### src/rtl/edge_det_pkg.sv
// Shared definitions for the edge_detect_debounce input conditioner:
// edge-mode encodings and the debounce counter width helper.
package edge_det_pkg;

    // Edge select encodings for the mode input
    typedef enum logic [1:0] {
        MODE_OFF  = 2'b00,
        MODE_RISE = 2'b01,
        MODE_FALL = 2'b10,
        MODE_BOTH = 2'b11
    } mode_e;

    // Counter must hold values 0..n, so it needs clog2(n+1) bits (minimum 1)
    function automatic int unsigned cnt_width(input int unsigned n);
        int unsigned w;
        w = $clog2(n + 1);
        return (w < 1) ? 1 : w;
    endfunction

endpackage : edge_det_pkg

### src/rtl/edge_detect_debounce_chan.sv
// Single channel of the input conditioner: two-flop synchroniser, debounce
// counter and debounced level register. Exposes the next level and raw
// rise/fall strobes so the top can register pulses on the same edge the
// level changes.
module debounce_chan
    import edge_det_pkg::*;
#(
    parameter int unsigned DEBOUNCE_CYCLES = 4
) (
    input  logic clk,
    input  logic rst_n,
    input  logic d_i,
    output logic level_o,
    output logic level_nxt_o,
    output logic rise_o,
    output logic fall_o
);

    localparam int unsigned   CW       = cnt_width(DEBOUNCE_CYCLES);
    localparam logic [CW-1:0] CNT_LAST = CW'(DEBOUNCE_CYCLES - 1);

    logic          s1_q;
    logic          s2_q;
    logic          level_q;
    logic          level_d;
    logic [CW-1:0] cnt_q;
    logic [CW-1:0] cnt_d;

    // Accept a new level only after the synchronised input has differed
    // from it for DEBOUNCE_CYCLES consecutive cycles; any agreement restarts
    always_comb begin
        level_d = level_q;
        cnt_d   = '0;
        if (s2_q != level_q) begin
            if (cnt_q == CNT_LAST) begin
                level_d = s2_q;
            end else begin
                cnt_d = cnt_q + CW'(1);
            end
        end
    end

    // Synchroniser, counter and level state
    always_ff @(posedge clk or negedge rst_n) begin
        if (!rst_n) begin
            s1_q    <= 1'b0;
            s2_q    <= 1'b0;
            cnt_q   <= '0;
            level_q <= 1'b0;
        end else begin
            s1_q    <= d_i;
            s2_q    <= s1_q;
            cnt_q   <= cnt_d;
            level_q <= level_d;
        end
    end

    assign level_o     = level_q;
    assign level_nxt_o = level_d;
    assign rise_o      = level_d & ~level_q;
    assign fall_o      = ~level_d & level_q;

endmodule : debounce_chan

### src/rtl/edge_detect_debounce.sv
// Multi-channel input conditioner: per-channel synchronise + debounce,
// mode-filtered one-cycle edge pulses and an "all channels high" pulse.
// Optional sticky event flags with per-channel clear are built when the
// macro EDGE_DET_STICKY_EN is defined; otherwise event_flag is 0 and
// irq is the OR of the pulse register.
module edge_detect_debounce
    import edge_det_pkg::*;
#(
    parameter int unsigned WIDTH           = 16,
    parameter int unsigned DEBOUNCE_CYCLES = 4
) (
    input  logic             clk,
    input  logic             rst_n,
    input  logic [WIDTH-1:0] D_in,
    input  logic [1:0]       mode,
    input  logic [WIDTH-1:0] clr,
    output logic [WIDTH-1:0] level,
    output logic [WIDTH-1:0] pulse,
    output logic             all_pulse,
    output logic [WIDTH-1:0] event_flag,
    output logic             irq
);

    logic [WIDTH-1:0] level_q;
    logic [WIDTH-1:0] level_nxt;
    logic [WIDTH-1:0] rise;
    logic [WIDTH-1:0] fall;
    logic [WIDTH-1:0] pulse_q;
    logic [WIDTH-1:0] pulse_d;
    logic             all_pulse_q;
    logic             all_pulse_d;
    logic             rise_en;
    logic             fall_en;
    mode_e            mode_s;

    for (genvar g = 0; g < WIDTH; g++) begin : g_chan
        debounce_chan #(
            .DEBOUNCE_CYCLES(DEBOUNCE_CYCLES)
        ) u_chan (
            .clk        (clk),
            .rst_n      (rst_n),
            .d_i        (D_in[g]),
            .level_o    (level_q[g]),
            .level_nxt_o(level_nxt[g]),
            .rise_o     (rise[g]),
            .fall_o     (fall[g])
        );
    end

    assign mode_s  = mode_e'(mode);
    assign rise_en = (mode_s == MODE_RISE) || (mode_s == MODE_BOTH);
    assign fall_en = (mode_s == MODE_FALL) || (mode_s == MODE_BOTH);

    // Mode filter on accepted transitions and 0->1 detect of the AND of all levels
    always_comb begin
        pulse_d     = (rise & {WIDTH{rise_en}}) | (fall & {WIDTH{fall_en}});
        all_pulse_d = (&level_nxt) & ~(&level_q);
    end

    // Registered pulses, high for exactly the cycle after the level change edge
    always_ff @(posedge clk or negedge rst_n) begin
        if (!rst_n) begin
            pulse_q     <= '0;
            all_pulse_q <= 1'b0;
        end else begin
            pulse_q     <= pulse_d;
            all_pulse_q <= all_pulse_d;
        end
    end

    assign level     = level_q;
    assign pulse     = pulse_q;
    assign all_pulse = all_pulse_q;

`ifdef EDGE_DET_STICKY_EN
    logic [WIDTH-1:0] event_flag_q;
    logic [WIDTH-1:0] event_flag_d;
    logic             irq_q;

    // A pulse in the same cycle as its clear keeps the flag set
    always_comb begin
        event_flag_d = (event_flag_q & ~clr) | pulse_q;
    end

    // Sticky flags and interrupt request track each other on the same edge
    always_ff @(posedge clk or negedge rst_n) begin
        if (!rst_n) begin
            event_flag_q <= '0;
            irq_q        <= 1'b0;
        end else begin
            event_flag_q <= event_flag_d;
            irq_q        <= |event_flag_d;
        end
    end

    assign event_flag = event_flag_q;
    assign irq        = irq_q;
`else
    logic unused_clr;

    assign unused_clr = ^clr;
    assign event_flag = '0;
    assign irq        = |pulse_q;
`endif

endmodule : edge_detect_debounce

### config.mk
export PLATFORM = sky130hd
export DESIGN_NAME = edge_detect_debounce
export DESIGN_NICKNAME = d
export VERILOG_FILES = /design/src/rtl/edge_det_pkg.sv /design/src/rtl/edge_detect_debounce_chan.sv /design/src/rtl/edge_detect_debounce.sv
export SDC_FILE = /design/constraint.sdc
export NUM_CORES = 1
export LEC_CHECK = 0
export BUFFER_PORTS_ARGS = -buffer_cell sky130_fd_sc_hd__buf_2
export CORE_MARGIN = 10
export CORE_UTILIZATION = 50
export DETAILED_ROUTE_END_ITERATION = 10
export PLACE_DENSITY = 0.8
export SYNTH_ARGS = -nofsm -noshare
export SYNTH_HDL_FRONTEND = slang
export SYNTH_SLANG_ARGS = --single-unit
### constraint.sdc
create_clock -name clk -period 3.75 [get_ports clk]
set_clock_uncertainty 0.2 [all_clocks]
set_input_delay 0 -clock clk [delete_from_list [all_inputs] [get_ports clk]]
set_output_delay 0 -clock clk [all_outputs]
set_load 0.05 [all_outputs]
==> results of run 1 <==
==> worst max-delay path, cell delays in order (launching register included) <==
cell and delay (ns):
sky130_fd_sc_hd__dfrtp_1 0.39, sky130_fd_sc_hd__nor4_1 0.54, sky130_fd_sc_hd__nand4_1 0.14, sky130_fd_sc_hd__buf_2 0.25
==> cells in the final DEF, fill, tap and decap left out <==
| cell type | instances |
|---|---|
| sky130_fd_sc_hd__a21oi_1 | 6 |
| sky130_fd_sc_hd__and2_1 | 9 |
| sky130_fd_sc_hd__and2_2 | 1 |
| sky130_fd_sc_hd__and2b_1 | 2 |
| sky130_fd_sc_hd__and3b_1 | 2 |
| sky130_fd_sc_hd__buf_2 | 52 |
| sky130_fd_sc_hd__buf_4 | 2 |
| sky130_fd_sc_hd__bufinv_16 | 1 |
| sky130_fd_sc_hd__clkbuf_1 | 4 |
| sky130_fd_sc_hd__clkbuf_16 | 16 |
| sky130_fd_sc_hd__clkbuf_8 | 5 |
| sky130_fd_sc_hd__clkinv_2 | 5 |
| sky130_fd_sc_hd__conb_1 | 16 |
| sky130_fd_sc_hd__dfrtp_1 | 113 |
| sky130_fd_sc_hd__dlygate4sd3_1 | 36 |
| sky130_fd_sc_hd__ha_1 | 16 |
| sky130_fd_sc_hd__inv_1 | 2 |
| sky130_fd_sc_hd__mux2_2 | 11 |
| sky130_fd_sc_hd__mux2_4 | 5 |
| sky130_fd_sc_hd__nand2_1 | 10 |
| sky130_fd_sc_hd__nand2b_1 | 5 |
| sky130_fd_sc_hd__nand2b_2 | 1 |
| sky130_fd_sc_hd__nand3b_1 | 22 |
| sky130_fd_sc_hd__nand4_1 | 8 |
| sky130_fd_sc_hd__nand4_2 | 1 |
| sky130_fd_sc_hd__nor2b_1 | 8 |
| sky130_fd_sc_hd__nor2b_4 | 7 |
| sky130_fd_sc_hd__nor3_1 | 13 |
| sky130_fd_sc_hd__nor3b_1 | 27 |
| sky130_fd_sc_hd__nor3b_2 | 1 |
| sky130_fd_sc_hd__nor4_1 | 5 |
| sky130_fd_sc_hd__o21ai_0 | 10 |
| sky130_fd_sc_hd__xnor2_1 | 16 |
==> sequential cells by signal, summed over array words and instances (netlist names) <==
| name | flops |
|---|---|
| pulse | 16 |
| g_chan.u_chan.s1_q | 16 |
| all_pulse | 1 |
| g_chan.u_chan.level_o | 16 |
| g_chan.u_chan.s2_q | 16 |
| g_chan.u_chan.cnt_q | 48 |
==> worst paths after layout <==
check / start / to / depth (start not counted)
setup / recovery: pulse[10] / irq / 3
hold reg to reg: g_chan[4].u_chan.s1_q / g_chan[4].u_chan.s2_q / 0
setup reg to reg: g_chan[2].u_chan.cnt_q[0] / all_pulse / 6
hold / removal: rst_n / g_chan[3].u_chan.s1_q / 2
min in group clk: g_chan[4].u_chan.s1_q / g_chan[4].u_chan.s2_q / 0
max in group asynchronous: rst_n / g_chan[14].u_chan.level_o / 3
==> through the flow <==
step                area, um2  utilization (%)
floorplan                4630                -
global route             5680             64.5
detailed placement       4780             54.3
global placement         4780             54.3
CTS                      5680             64.5
finish                   5680             64.5
==> cell type report <==
| type | count | area (um2) |
|---|---|---|
| multi-input combinational | 202 | 1540 |
| tap | 108 | 135 |
| sequential | 113 | 2830 |
| clock buffer | 25 | 484 |
| fill | 609 | 3120 |
| clock inverter | 6 | 55.1 |
| timing repair buffer | 90 | 636 |
| inverter | 2 | 7.51 |
==> per-layer routing <==
metal	share of wire, %	track usage [%]	wire length [um]
met5	0	0	0
met4	2.3	6.34	209
met3	7.1	5.99	644
met2	48	22.6	4340
met1	43	16.5	3860
==> what timing repair did <==
action | CTS | global route
hold buffers | 36 | 0
setup endpoints to repair | 0 | 0
hold endpoints to repair | 123 | 0
buffers inserted | 0 | 0
==> cells by family (layout without fill, tap and decap cells) <==
kind of cell,Yosys count,in the layout,synth area share (%)
simple gates,122,122,18.8
fa+ha+maj,16,16,4.38
mux,16,16,4.35
other cells,1,16,0.0820
flops,113,113,61.8
xor+xnor,16,16,3.06
buf+inv,38,123,5.80
compound gates,16,16,1.75
==> power by group <==
group	total, W	internal (W)	switching, W
Combinational	0.00128	0.000469	0.000813
Clock	0.00145	0.000937	0.000510
Sequential	0.00171	0.00148	0.000238
Total	0.00444	0.00288	0.00156
==> impl_metrics.json, run 1 <==
{
  "run_status": "finished clean",
  "worst-endpoint-arrival_ns": 1.82,
  "worstSetupEndpointType": "output pin",
  "number_of_enable_type_register_cells_in_the_synthesized_netlist": 0,
  "postSynth.topFlopCell": "sky130_fd_sc_hd__dfrtp_1",
  "grt.overflow.total": 0,
  "report.power.total_w": 0.00444,
  "post-route-drc-count": 0,
  "place_ws_ns": 2.04,
  "first_global_vias": 2945,
  "coreArea_mm2": 0.00881,
  "place.detailed.instances": 479,
  "layout_min_cycle_time_ns": 2.02,
  "grt_pass1_wl_um": 14700,
  "worstSetupStartpointType": "flop",
  "flow.area_growth_from_synthesis_pct": 24.2,
  "netlist.top_cell.by_area": "sky130_fd_sc_hd__dfrtp_1",
  "placement_rows": 34,
  "floorplan.die.width_um": 116,
  "worst-r2r-setup-slack_ns": 2.01,
  "place.gp.congestion": 0.742,
  "final.period_utilization_pct": 53.8,
  "final_layout_size_suffix_gt1_share_pct": 24.7,
  "finalWirelength_um": 9050,
  "crit_type": "flop to output pin",
  "synth.distinct_cells": 28,
  "reg_clk_slew_reported_paths_ns": 0.05,
  "cts_resized": 0,
  "worst_hold_slack_ns": 0.0549,
  "chipHeight_um": 116,
  "tns_ns": 0,
  "antenna-diode-count": 0,
  "layout_setup_ws_ns": 1.73,
  "worst_hold_path_type": "input pin to async pin",
  "detail_route.wl_per_cell_um": 16.6,
  "drt_first_iter_violations": 167,
  "insertion_delay_ns": 0.51,
  "synthesis.instances": 338,
  "irDropWorstVdd_v": 0.000330,
  "synth_top_area_share_pct": 61.8,
  "synth-seq-area-share_pct": 61.8,
  "viasPerCell": 5.04,
  "pd_cells_mw_per_mm2": 782,
  "ys_ff_latch": 113,
  "cts_made_buffers": 17,
  "instances_no_fill": 546,
  "num_io_pins": 86,
  "cts_buffer_depth": 2,
  "maxCapViolations": 0,
  "grt_antenna_before_repair": 0,
  "route.vias.total": 2752,
  "tritoncts": "done",
  "slew_headroom_pct": 24.8,
  "global_route.usage.total_pct": 14.2,
  "ctsRootBufferMaster": "sky130_fd_sc_hd__clkbuf_8",
  "port-buffer-count": 53,
  "synth.yosys.warnings": 0,
  "static-leakage-power_nw": 2.71,
  "clock_tree.htree_level_count": 4,
  "final_hold_viol_count": 0,
  "drt.antenna.violating_nets": 0,
  "worstPathMaxFanout": 2,
  "initial_utilization_pct": 52.0,
  "number_of_pins_with_negative_max_slew_slack_in_the_final_report": 0,
  "netlist_top_cells_area": "sky130_fd_sc_hd__dfrtp_1 (62%), sky130_fd_sc_hd__buf_4 (5.3%), sky130_fd_sc_hd__nor3b_1 (4.4%)",
  "fin_nets": 478,
  "grt_start_max_net_pins": 93,
  "timing.critical_path.required_ns": 3.55,
  "detailedPlacementHpwl_um": 5980,
  "max_freq_mhz": 495,
  "grt_setup_unrepaired": "false",
  "async_flop_share_pct": 100,
  "synthesis.area_per_instance_um2": 13.5,
  "cts_sinks": 113,
  "post_synth_most_frequent_cells": "sky130_fd_sc_hd__dfrtp_1 (113), sky130_fd_sc_hd__buf_4 (32), sky130_fd_sc_hd__nor3b_1 (27), sky130_fd_sc_hd__nand3b_1 (22)",
  "setup_viol_count_final": 0,
  "die-area_mm2": 0.0134,
  "dr.pass1.iters": 4,
  "worst_slew_pin_slew_ns": 1.13,
  "dominant_cell_by_count_in_the_synthesized_netlist": "sky130_fd_sc_hd__dfrtp_1",
  "syn_area_mm2": 0.00458
}
(Power assumes the default switching activity.)
==> inputs of run 2 (changes only) <==
ABC_AREA = 1   (was default)
clock period = 2.01 ns   (was 3.75 ns; I/O delays follow)
==> impl_metrics.json, run 2 <==
{
  "run_status": "finished clean",
  "netSwitchingPower_w": 0.00321,
  "setup_viol_count_final": 0,
  "finalWirelength_um": 9700,
  "syn_area_mm2": 0.00453,
  "worst_hold_path_type": "flop to flop",
  "worstPathMaxFanout": 2,
  "grt_antenna_before_repair": 0,
  "number_of_enable_type_register_cells_in_the_synthesized_netlist": 0,
  "worst-endpoint-arrival_ns": 1.75,
  "global_route.usage.total_pct": 15.4,
  "irDropWorstVdd_v": 0.00100,
  "cts_buffer_depth": 2,
  "clock_tree.htree_level_count": 4,
  "synth.distinct_cells": 23,
  "reg_clk_slew_reported_paths_ns": 0.06,
  "worstSetupStartpointType": "flop",
  "number_of_pins_with_negative_max_slew_slack_in_the_final_report": 0,
  "synth.yosys.warnings": 0,
  "grt.overflow.total": 0,
  "worst_slew_pin_slew_ns": 0.594,
  "place.gp.congestion": 0.756,
  "crit_type": "flop to output pin",
  "seqPwrFrac_pct": 35.7,
  "layout_min_cycle_time_ns": 1.95,
  "worst_hold_startpoint": "g_chan[7].u_chan.s1_q",
  "floorplan.die.width_um": 115,
  "largest_reg_flops": 48,
  "route.vias.total": 3216,
  "postSynth.topFlopCell": "sky130_fd_sc_hd__dfrtp_1",
  "detail_route.wl_per_cell_um": 14.9,
  "cellInternalPower_w": 0.00559,
  "antenna-diode-count": 0,
  "critical_path.reg2reg.startpoint": "g_chan[13].u_chan.level_o",
  "routed-wl-met3_um": 787,
  "static-leakage-power_nw": 2.92,
  "initial_utilization_pct": 51.7,
  "post_synth_most_frequent_cells": "sky130_fd_sc_hd__dfrtp_1 (113), sky130_fd_sc_hd__nand2_1 (73), sky130_fd_sc_hd__nor2_1 (47), sky130_fd_sc_hd__inv_1 (40), sky130_fd_sc_hd__buf_4 (32)",
  "num_io_pins": 86,
  "detailedPlacementHpwl_um": 6310,
  "chipHeight_um": 115,
  "tns_ns": 0,
  "crit_path_start": "pulse[4]",
  "synthesis.area_per_instance_um2": 10.4,
  "grt_setup_unrepaired": "false",
  "netlist_top_cells_area": "sky130_fd_sc_hd__dfrtp_1 (62%), sky130_fd_sc_hd__nand2_1 (6.0%), sky130_fd_sc_hd__buf_4 (5.3%)",
  "port-buffer-count": 53,
  "synth-seq-area-share_pct": 62.4,
  "final.period_utilization_pct": 97.0,
  "detailroute.wirelength.met2_um": 4840,
  "placement_rows": 34,
  "flow.area_growth_from_synthesis_pct": 27.5,
  "timing.critical_path.required_ns": 1.81,
  "layout.cells.most_common": "sky130_fd_sc_hd__dfrtp_1",
  "largest_register": "g_chan.u_chan.cnt_q",
  "maxCapViolations": 0,
  "cts_made_buffers": 17,
  "netlist.top_cell.by_area": "sky130_fd_sc_hd__dfrtp_1",
  "synth_top_area_share_pct": 62.4,
  "coreArea_mm2": 0.00876,
  "pd_cells_mw_per_mm2": 1520,
  "cts_sinks": 113,
  "grt_start_max_net_pins": 114,
  "post-cts-setup-buffers": 0,
  "drt_first_iter_violations": 187,
  "tritoncts": "done",
  "grt_pass1_wl_um": 16300,
  "synthesis.instances": 435,
  "first_global_vias": 3548,
  "viasPerCell": 4.96,
  "post-route-drc-count": 0,
  "final_hold_viol_count": 0,
  "async_flop_share_pct": 100,
  "worstSetupEndpointType": "output pin",
  "fin_nets": 580,
  "max_freq_mhz": 513,
  "power.share.clock_pct": 36.0,
  "final_layout_size_suffix_gt1_share_pct": 20.5,
  "report.power.total_w": 0.00880,
  "route.top_layer_used": "met4",
  "combPwrFrac_pct": 28.3,
  "ys_ff_latch": 113,
  "dr.pass1.iters": 4,
  "p_sw_share_pct": 36.5,
  "insertion_delay_ns": 0.51,
  "slew_headroom_pct": 60.4,
  "drt.antenna.violating_nets": 0,
  "dominant_cell_by_count_in_the_synthesized_netlist": "sky130_fd_sc_hd__dfrtp_1",
  "met1_length_um": 3920,
  "die-area_mm2": 0.0133,
  "highest_count_cells_in_the_layout_ignoring_fill_and_taps": "sky130_fd_sc_hd__dfrtp_1 (113), sky130_fd_sc_hd__nand2_1 (73), sky130_fd_sc_hd__buf_2 (52), sky130_fd_sc_hd__nor2_1 (47), sky130_fd_sc_hd__inv_1 (40)",
  "ctsRootBufferMaster": "sky130_fd_sc_hd__clkbuf_8",
  "cts_resized": 0,
  "fill_cells": 656
}
## run 2: cells by family after synthesis
group | after synthesis | share of synthesized area [%]
buf+inv | 88 | 9.99
other cells | 1 | 0.0827
fa+ha+maj | 16 | 4.42
simple gates | 189 | 18.8
compound gates | 20 | 2.82
flops | 113 | 62.4
xor+xnor | 8 | 1.55
## run 2: worst paths after layout
path / slack (ns) / cells after the start / endpoint
min in group asynchronous: 0.49 / 4 / g_chan[3].u_chan.s1_q
max in group asynchronous: 0.65 / 4 / g_chan[8].u_chan.cnt_q[0]
min: 0.14 / 0 / g_chan[7].u_chan.s2_q
max: 0.06 / 4 / irq
max reg2reg: 0.27 / 5 / pulse[13]
min reg2reg: 0.14 / 0 / g_chan[7].u_chan.s2_q
## run 2: power groups by stage
| stage | logic, W | registers (W) | clock network, W |
|---|---|---|---|
| floorplan | 0.00195 | 0.00320 | 0 |
| global placement | 0.00231 | 0.00313 | 0 |
| detailed placement | 0.00242 | 0.00317 | 0 |
| CTS | 0.00252 | 0.00314 | 0.00321 |
| global route | 0.00277 | 0.00321 | 0.00331 |
| finish | 0.00249 | 0.00314 | 0.00317 |
## run 2: timing repair
action / CTS / global route
endpoints found under the hold margin: 145 / 0
setup endpoints to repair: 0 / 0
hold buffers: 37 / 0
## run 2: through the flow
stage                     area, um2  util, %  hold WS, ns  setup slack (ns)  instances
after CTS                      5780     65.9        0.146            0.0460        649
after global routing           5780     65.9        0.153            0.0223        649
after global placement         4780     54.5      -0.0922             0.543        580
final                          5780     65.9        0.142            0.0602        649
after floorplan                4590        -       -0.496             0.428        450
after detailed placement       4780     54.5      -0.0906             0.514        580
## run 2: area by class of cell
cell class,instances,area [um2],area share (%)
multi-input combinational,249,1310,22.7
sequential,113,2830,48.9
tap,108,135,2.34
clock buffer,17,414,7.17
timing repair buffer,93,673,11.7
clock inverter,15,216,3.75
inverter,54,203,3.51
## run 2: critical path, cell delays in order (launching register included)
cell and delay (ns):
sky130_fd_sc_hd__dfrtp_1 0.39, sky130_fd_sc_hd__nor4_1 0.36, sky130_fd_sc_hd__buf_4 0.19, sky130_fd_sc_hd__nand4_1 0.07
sky130_fd_sc_hd__buf_2 0.23
## run 2: metal layers
| metal | global-route usage, % | vias up |
|---|---|---|
| li1 | - | 1533 |
| met1 | 17.2 | 1569 |
| met2 | 25.9 | 101 |
| met3 | 6.46 | 13 |
| met4 | 5.61 | 0 |
| met5 | 0 | - |
==> inputs of run 3 (changes only) <==
PLACE_DENSITY = 0.72   (was 0.8)
==> impl_metrics.json, run 3 (synthesized netlist as in run 2, its figures left out) <==
{
  "cts_made_buffers": 17,
  "drt.antenna.violating_nets": 0,
  "postLayoutCoreUtil_pct": 65.6,
  "layout_min_cycle_time_ns": 1.97,
  "initial_utilization_pct": 51.7,
  "rr_endpoint": "pulse[10]",
  "placement_rows": 34,
  "pd_cells_mw_per_mm2": 1490,
  "largest_register": "g_chan.u_chan.cnt_q",
  "detailedPlacementHpwl_um": 6340,
  "max_freq_mhz": 507,
  "insertion_delay_ns": 0.50,
  "floorplan.die.width_um": 115,
  "run_status": "finished clean",
  "worst-r2r-setup-slack_ns": 0.37,
  "highest_count_cells_in_the_layout_ignoring_fill_and_taps": "sky130_fd_sc_hd__dfrtp_1 (113), sky130_fd_sc_hd__nand2_1 (73), sky130_fd_sc_hd__buf_2 (52), sky130_fd_sc_hd__nor2_1 (47), sky130_fd_sc_hd__inv_1 (40)",
  "cp_slowest_cell": "sky130_fd_sc_hd__nor4_1",
  "place.gp.congestion": 0.789,
  "worst_hold_path_type": "flop to flop",
  "fill_cells": 690,
  "chipHeight_um": 115,
  "place.detailed.instances": 579,
  "layout.cells.most_common": "sky130_fd_sc_hd__dfrtp_1",
  "antenna-diode-count": 0,
  "fin_nets": 579,
  "final-seq-area_mm2": 0.00283,
  "critical_path.reg2reg.startpoint": "g_chan[10].u_chan.cnt_q[0]",
  "ctsRootBufferMaster": "sky130_fd_sc_hd__clkbuf_8",
  "cell_count_along_the_critical_path": 3,
  "irDropWorstVdd_v": 0.000995,
  "slew_headroom_pct": 63.7,
  "static-leakage-power_nw": 2.90,
  "layout.cell_area.non_filler_mm2": 0.00575,
  "final_layout_size_suffix_gt1_share_pct": 20.2,
  "drt_first_iter_violations": 122,
  "crit_path_max_incr_delay_ns": 0.50,
  "detail_route.wl_per_cell_um": 14.6,
  "post-route-drc-count": 0,
  "tritoncts": "done",
  "multiInputGateArea_mm2": 0.00132,
  "timing.critical_path.cells": "nor4_1 > nand4_1 > buf_2",
  "route.vias.total": 3129,
  "grt_start_max_net_pins": 40,
  "clock_tree.htree_level_count": 4,
  "final_hold_viol_count": 0,
  "worst-endpoint-arrival_ns": 1.77,
  "num_io_pins": 86,
  "grt_pass1_wl_um": 15800,
  "coreArea_mm2": 0.00876,
  "crit_type": "flop to output pin",
  "viasPerCell": 4.83,
  "tns_ns": 0,
  "grt_antenna_before_repair": 0,
  "grt_setup_unrepaired": "false",
  "global_route.usage.total_pct": 15.1,
  "largest_reg_flops": 48,
  "cts_buffer_depth": 2,
  "number_of_pins_with_negative_max_slew_slack_in_the_final_report": 0,
  "worstSetupEndpointType": "output pin",
  "timing.critical_path.required_ns": 1.81,
  "dr.pass1.iters": 4,
  "reg_clk_slew_reported_paths_ns": 0.05,
  "first_global_vias": 3412,
  "flow.area_growth_from_synthesis_pct": 26.9,
  "reg2reg_depth": 4,
  "crit_path_start": "pulse[9]",
  "cp.buffers_inverters": 1,
  "worstSetupStartpointType": "flop",
  "final.period_utilization_pct": 98.1,
  "placed_cell_area_mm2": 0.00478,
  "report.power.total_w": 0.00856,
  "port-buffer-count": 53,
  "setup.worst_path.end": "irq",
  "critPathTopFamily": "simple AND/OR/NAND/NOR gates",
  "worstPathMaxFanout": 2,
  "finalWirelength_um": 9480,
  "setup_viol_count_final": 0,
  "die-area_mm2": 0.0133,
  "grt.overflow.total": 0,
  "maxCapViolations": 0,
  "cts_sinks": 113,
  "worst_slew_pin_slew_ns": 0.545,
  "instances_no_fill": 648
}
-- run 3: per-stage QoR --
step           setup WS, ns  hold WS [ns]
6_report             0.0385         0.146
5_1_grt              0.0285         0.152
4_1_cts              0.0160         0.148
3_5_place_dp          0.439        -0.184
3_3_place_gp          0.537        -0.191
2_1_floorplan         0.428        -0.496
-- run 3: worst min-delay path by stage --
stage,start,endpoint,slack (ns),cells after the start
final,g_chan[5].u_chan.s1_q,g_chan[5].u_chan.s2_q,0.15,0
after global routing,g_chan[2].u_chan.s1_q,g_chan[2].u_chan.s2_q,0.15,0
after CTS,g_chan[5].u_chan.s1_q,g_chan[5].u_chan.s2_q,0.15,0
after detailed placement,rst_n,pulse[3],-0.18,1
after global placement,rst_n,pulse[3],-0.19,1
after floorplan,rst_n,all_pulse,-0.50,0
-- run 3: timing repair --
action / in CTS / in global routing
resized for setup: 2 / 0
hold buffers: 37 / 0
endpoints found under the hold margin: 145 / 0
setup endpoints to repair: 1 / 0
setup buffers: 0 / 0
-- run 3: cell type report --
type | instances | share of cell area, %
repair buffers | 92 | 11.8
multi-input cells | 249 | 23.0
inverters | 54 | 3.52
flip-flops and latches | 113 | 49.2
well taps | 108 | 2.35
clock buffers | 22 | 7.87
clock inverters | 10 | 2.33
-- run 3: metal layers --
metal  share of wire, %  track usage (%)  vias to the layer above
met4               0.51             5.20                        0
met5                  0                0                        -
li1                   -                -                     1528
met2                 52             25.6                       67
met3                6.5             5.89                       10
met1                 41             16.8                     1524
-- run 3: power breakdown --
group / leakage, nW / switching (W) / internal, W
logic: 1.18 / 0.00175 / 0.000721
registers: 1.44 / 0.000398 / 0.00274
clock network: 0.285 / 0.00101 / 0.00194
total: 2.90 / 0.00315 / 0.00541
